===== src/rtl/range_stack_pkg.sv =====
// range_stack_pkg: shared constants and types for the range stack.
//   DATA_W_DEF  default width of each stored value
//   DEPTH_DEF   default capacity in pairs (power of two, >= 2)
//   pair_t      one {lo,hi} range at the default width; lo occupies the
//               upper half of the packed word, matching the storage layout.
package range_stack_pkg;

    localparam int unsigned DATA_W_DEF = 32;
    localparam int unsigned DEPTH_DEF  = 32;

    typedef struct packed {
        logic [DATA_W_DEF-1:0] lo;
        logic [DATA_W_DEF-1:0] hi;
    } pair_t;

endpackage


===== src/rtl/range_stack_mem.sv =====
// range_stack_mem: pair storage for range_stack.
//   clk    write clock
//   we     write enable
//   waddr  write index
//   wdata  packed {lo,hi} pair to write
//   raddr  read index (asynchronous read)
//   rdata  packed {lo,hi} pair at raddr
// No reset: contents are undefined until written.
module range_stack_mem
    import range_stack_pkg::*;
#(
    parameter int unsigned WIDTH = 2 * DATA_W_DEF,
    parameter int unsigned DEPTH = DEPTH_DEF,
    localparam int unsigned IDX_W = $clog2(DEPTH)
) (
    input  logic             clk,
    input  logic             we,
    input  logic [IDX_W-1:0] waddr,
    input  logic [WIDTH-1:0] wdata,
    input  logic [IDX_W-1:0] raddr,
    output logic [WIDTH-1:0] rdata
);

    logic [WIDTH-1:0] mem [DEPTH];

    always_ff @(posedge clk) begin
        if (we) begin
            mem[waddr] <= wdata;
        end
    end

    assign rdata = mem[raddr];

endmodule


===== src/rtl/range_stack.sv =====
// range_stack: LIFO of {lo,hi} pairs (e.g. quicksort work ranges).
//   clk, rst_n        clock, asynchronous active-low reset
//   clear             synchronous flush (count and err to 0), highest priority
//   push,val_lo/hi    store one pair
//   pop               remove the top pair into ret_lo/ret_hi
//   ret_lo/hi         registered popped pair, held until the next pop
//   ret_valid         one-cycle pulse, one cycle after an accepted pop
//   top_lo/hi         combinational peek of the top pair, 0 when empty
//   count             pairs stored
//   empty, full       registered, derived from the next count
//   err               sticky overflow/underflow flag
module range_stack
    import range_stack_pkg::*;
#(
    parameter int unsigned DATA_W = DATA_W_DEF,
    parameter int unsigned DEPTH  = DEPTH_DEF,
    localparam int unsigned CNT_W = $clog2(DEPTH) + 1
) (
    input  logic              clk,
    input  logic              rst_n,
    input  logic              clear,
    input  logic              push,
    input  logic [DATA_W-1:0] val_lo,
    input  logic [DATA_W-1:0] val_hi,
    input  logic              pop,
    output logic [DATA_W-1:0] ret_lo,
    output logic [DATA_W-1:0] ret_hi,
    output logic              ret_valid,
    output logic [DATA_W-1:0] top_lo,
    output logic [DATA_W-1:0] top_hi,
    output logic [CNT_W-1:0]  count,
    output logic              empty,
    output logic              full,
    output logic              err
);

    localparam int unsigned IDX_W = CNT_W - 1;

    logic [CNT_W-1:0]    count_q;
    logic [CNT_W-1:0]    count_nxt;
    logic [CNT_W-1:0]    count_dec;
    logic [IDX_W-1:0]    top_idx;
    logic [IDX_W-1:0]    wr_idx;
    logic                we;
    logic                ret_load;
    logic                ret_from_push;
    logic                err_set;
    logic                empty_q;
    logic                full_q;
    logic [2*DATA_W-1:0] rd_pair;

    assign count_dec = count_q - CNT_W'(1);
    assign top_idx   = count_dec[IDX_W-1:0];

    range_stack_mem #(
        .WIDTH (2 * DATA_W),
        .DEPTH (DEPTH)
    ) u_mem (
        .clk   (clk),
        .we    (we),
        .waddr (wr_idx),
        .wdata ({val_lo, val_hi}),
        .raddr (top_idx),
        .rdata (rd_pair)
    );

    // Decode of clear > push/pop. Push+pop on a non-empty stack replaces the
    // top slot in place; on an empty stack it bypasses memory entirely.
    always_comb begin
        count_nxt     = count_q;
        we            = 1'b0;
        wr_idx        = count_q[IDX_W-1:0];
        ret_load      = 1'b0;
        ret_from_push = 1'b0;
        err_set       = 1'b0;
        if (clear) begin
            count_nxt = '0;
        end else if (push && pop) begin
            ret_load = 1'b1;
            if (empty_q) begin
                ret_from_push = 1'b1;
            end else begin
                we     = 1'b1;
                wr_idx = top_idx;
            end
        end else if (push) begin
            if (full_q) begin
                err_set = 1'b1;
            end else begin
                we        = 1'b1;
                count_nxt = count_q + CNT_W'(1);
            end
        end else if (pop) begin
            if (empty_q) begin
                err_set = 1'b1;
            end else begin
                ret_load  = 1'b1;
                count_nxt = count_dec;
            end
        end
    end

    always_ff @(posedge clk or negedge rst_n) begin
        if (!rst_n) begin
            count_q   <= '0;
            empty_q   <= 1'b1;
            full_q    <= 1'b0;
            err       <= 1'b0;
            ret_valid <= 1'b0;
            ret_lo    <= '0;
            ret_hi    <= '0;
        end else begin
            count_q   <= count_nxt;
            empty_q   <= (count_nxt == '0);
            full_q    <= (count_nxt == CNT_W'(DEPTH));
            ret_valid <= ret_load;
            if (clear) begin
                err <= 1'b0;
            end else if (err_set) begin
                err <= 1'b1;
            end
            if (ret_load) begin
                if (ret_from_push) begin
                    ret_lo <= val_lo;
                    ret_hi <= val_hi;
                end else begin
                    ret_lo <= rd_pair[2*DATA_W-1:DATA_W];
                    ret_hi <= rd_pair[DATA_W-1:0];
                end
            end
        end
    end

    assign count  = count_q;
    assign empty  = empty_q;
    assign full   = full_q;
    assign top_lo = empty_q ? '0 : rd_pair[2*DATA_W-1:DATA_W];
    assign top_hi = empty_q ? '0 : rd_pair[DATA_W-1:0];

endmodule


===== config.mk =====
export PLATFORM = sky130hd
export DESIGN_NAME = range_stack
export DESIGN_NICKNAME = d
export VERILOG_FILES = /design/src/rtl/range_stack_pkg.sv /design/src/rtl/range_stack_mem.sv /design/src/rtl/range_stack.sv
export SDC_FILE = /design/constraint.sdc
export NUM_CORES = 2
export LEC_CHECK = 0
export ABC_AREA = 1
export BUFFER_PORTS_ARGS = -buffer_cell sky130_fd_sc_hd__buf_2
export CAP_MARGIN = 20
export CORE_MARGIN = 2
export CORE_UTILIZATION = 30
export CTS_CLUSTER_DIAMETER = 120
export CTS_CLUSTER_SIZE = 25
export DETAILED_ROUTE_END_ITERATION = 16
export PLACE_DENSITY = 0.49
export SLEW_MARGIN = 20
export SYNTH_ARGS = -nofsm -noshare
export SYNTH_HDL_FRONTEND = slang
export SYNTH_HIERARCHICAL = 1
export SYNTH_SLANG_ARGS = --single-unit

===== constraint.sdc =====
create_clock -name clk -period 11.2 [get_ports clk]
set_input_delay 0.56 -clock clk [delete_from_list [all_inputs] [get_ports clk]]
set_output_delay 0.56 -clock clk [all_outputs]
set_load 0.005 [all_outputs]

==> impl_metrics.tcl <==
set metrics [dict create \
    rr_worst_depth 10 \
    antenna_found_initial 34 \
    nFillCells 28564 \
    path_clk_slew_ns 0.11 \
    crit_path_frequent_cell "nand2_1" \
    antenna_left 0 \
    final_area_mm2 0.09338 \
    hold_violations 0 \
    worstPathMaxFanout 183 \
    drt_iter0_drc 6019 \
    wl_mm 278.9 \
    grt_pass1_wl_mm 401.5 \
    synth_area_per_cell_um2 11.72 \
    die_area_mm2 0.2908 \
    cts-root-buf "clkbuf_16" \
    cts_tree "built" \
    die_y_um 539.3 \
    cp-startpoint "count[0]" \
    drive_above_1_share_pct 6.433 \
    cap_violations 0 \
    cp-start-kind "register" \
    status "finished clean" \
    crit_end "top_lo[7]" \
    io_buffers 206 \
    vias_per_cell 5.111 \
    synth_xor_area_share_pct 0 \
    path_class "register to output port" \
    dr_total_vias 56686 \
    synthCells 7332 \
    num_io_pins 207 \
    reg2reg_slack_ns 5.56 \
    period_needed_ns 6.721 \
    grt_pass1_vias 54288 \
    fin_skew_ns 0.03410 \
    ys_warn_count 6 \
    die_x_um 539.3 \
    syn_nets 7403 \
    synth-compound-area-share_pct 0.5866 \
    finalCritPeriodShare_pct 60.01 \
    htreeDepth 3 \
    fmax_ghz 0.1488 \
    cts.sinks 2122 \
    worstPathCellList "inv_8 > buf_12 > buf_4 > buf_4 > buf_4 > nand2_1 > nand3_1 > nand3_1 > nand2_1 > nand2_1 > nand2_1 > nand2_1 > nand2_1 > inv_1 > nor2_1 > buf_2" \
    leakagePower_nw 32.56 \
    syn-cell-area_mm2 0.08595 \
    rows 196 \
    rsz0062_at_grt "no" \
    final_nets 7340 \
    hold_path_class "input pin to register" \
    cts_resized 0 \
    relSlewSlack_pct 22.74 \
    drc 0 \
    cts_buffers 95 \
    slowest_delay_ns 0.79 \
    muxShareOfSynthArea_pct 0 \
    grt_max_degree 221 \
    ir_worst_vdd_uv 119.9 \
    clk_latency_ns 0.80 \
    drt_pass1_iterations 6 \
    clockBufferDepth 3 \
    track_usage_pct 18.64 \
    tightest_slew_ns 1.159 \
    start_util_pct 30.16 \
    cp_slowest_cell "buf_4" \
    final_cells 11092 \
    wire_per_inst_um 25.14 \
    hpwlAfterDp_mm 146.0 \
    r2r-end "u_mem/mem[28][9]" \
    tns_ns 0 \
    slew_violations 0 \
    worst_setup_path_end_kind "output port" \
    pre_cts_ws_ns 5.304 \
    area_growth_pct 8.637 \
    coreArea_mm2 0.2850 \
    power.density_mw_per_mm2 183.4 \
    gp_congestion 0.7921 \
    timing.final.ws_setup_ns 4.479 \
    yosys.area_share.simple_pct 22.56 \
    synthAdderAreaFrac_pct 0.02911 \
    r2r_start "count[0]" \
    ys_seq_area_share_pct 73.70 \
    worstPathArrival_ns 6.16 \
    dp_cells 10931 \
    setup_viol_count_final 0 \
    yosysUniqueCellTypes 26 \
    place_area_mm2 0.09061 \
    synth_seq_cells 2122 \
    grt_overflow 0 \
    synth_top_family_by_area "simple AND/OR/NAND/NOR gates" \
    cp.required_ns 10.64 \
]
-- kinds of logic after synthesis --
logic type      Yosys count
fa+ha+maj                 2
simple gates           4554
compound gates           82
flops                  2122
buf+inv                 572
-- state kept, by name, summed over array words and instances, names as in the netlist --
name,flops
ret_hi,32
ret_valid,1
u_mem/mem,2048
count,6
empty,1
err,1
full,1
ret_lo,32
-- routing by layer --
layer / GRT usage [%] / vias up / wire [um]
li1: - / 25451 / -
met1: 26.27 / 29086 / 123300
met2: 31.01 / 1904 / 133100
met3: 1.945 / 237 / 17210
met4: 3.933 / 8 / 5234
met5: 0 / - / 44
-- power by group --
group / internal [W] / switching, W / leakage [nW]
clock: 0.00162 / 0.00251 / 1.29
combinational: 0.00105 / 0.00296 / 12.0
sequential: 0.00889 / 0.000116 / 19.3
total: 0.0116 / 0.00558 / 32.6
-- cells in the final DEF (no fill, tap or decap), types with 4 or more instances in the layout --
master / Yosys / final
buf_6: 4 / 4
nor2_1: 181 / 149
nor2_4: 1 / 33
clkbuf_16: 0 / 95
clkbuf_1: 86 / 45
edfxtp_1: 2048 / 2048
diode_2: 0 / 8
dfrtp_1: 73 / 73
inv_1: 92 / 88
buf_4: 35 / 95
inv_6: 0 / 4
nand3_1: 1815 / 1815
a31oi_1: 66 / 66
buf_2: 296 / 205
o21ai_0: 7 / 7
a21oi_1: 6 / 6
nand2_1: 2550 / 2549
buf_12: 0 / 8
inv_8: 0 / 6
-- through the flow --
stage | hold slack [ns] | power, W | utilization [%]
floorplan | 0.2644 | 0.01144 | -
global placement | 0.4998 | 0.01319 | 31.79
detailed placement | 0.5016 | 0.01319 | 31.80
CTS | 0.1227 | 0.01725 | 32.74
global route | 0.2029 | 0.01783 | 32.76
finish | 0.1879 | 0.01713 | 32.77
-- Yosys cell counts (all sizes together) --
cell type  count  area (um2)
dfrtp         73        1827
nand2       2551        9578
a21oi          7       38.79
ha             2       25.02
clkbuf        86       322.8
a31o           1       8.760
nand3b         1       7.510
buf          389        1992
or2            2       12.51
o21ai          7       35.03
inv           97       366.6
nand3       1815        9084
nor2         182       690.7
dfstp          1       26.28
a22o           1       8.760
and2           3       18.77
a31oi         66       412.9
edfxtp      2048       61500
-- worst min path at each step --
stage           from  endpoint  slack (ns)  cells past startpoint
3_5_place_dp     err       err        0.50                      1
3_3_place_gp     err       err        0.50                      1
4_1_cts        clear  count[0]        0.12                      4
6_report       clear  count[0]        0.19                      4
2_1_floorplan  rst_n  count[0]        0.26                      0
5_1_grt        clear  count[0]        0.20                      4
-- critical path: cells and delay by family, from the launching register on --
| kind | cells | cell delay [ns] |
|---|---|---|
| buffers and inverters | 7 | 3.54 |
| flip-flops | 1 | 0.51 |
| AND/OR/NAND/NOR | 9 | 0.95 |
-- area by class of cell --
cell class,count,area (um2),share of cell area [%]
Inverter,97,422.9,0.4529
Antenna cell,8,20.02,0.02144
Tap cell,3762,4707,5.041
Timing Repair Buffer,315,2009,2.152
Clock buffer,141,2560,2.742
Multi-Input combinational cell,4638,20180,21.61
Clock inverter,9,118.9,0.1273
Sequential cell,2122,63360,67.85
-- timing repair --
item,CTS,global route
hold buffers,1,0
buffers inserted,0,0
setup endpoints to repair,0,0
endpoints found under the hold margin,28,0
Power figures use the tool's default switching activity.
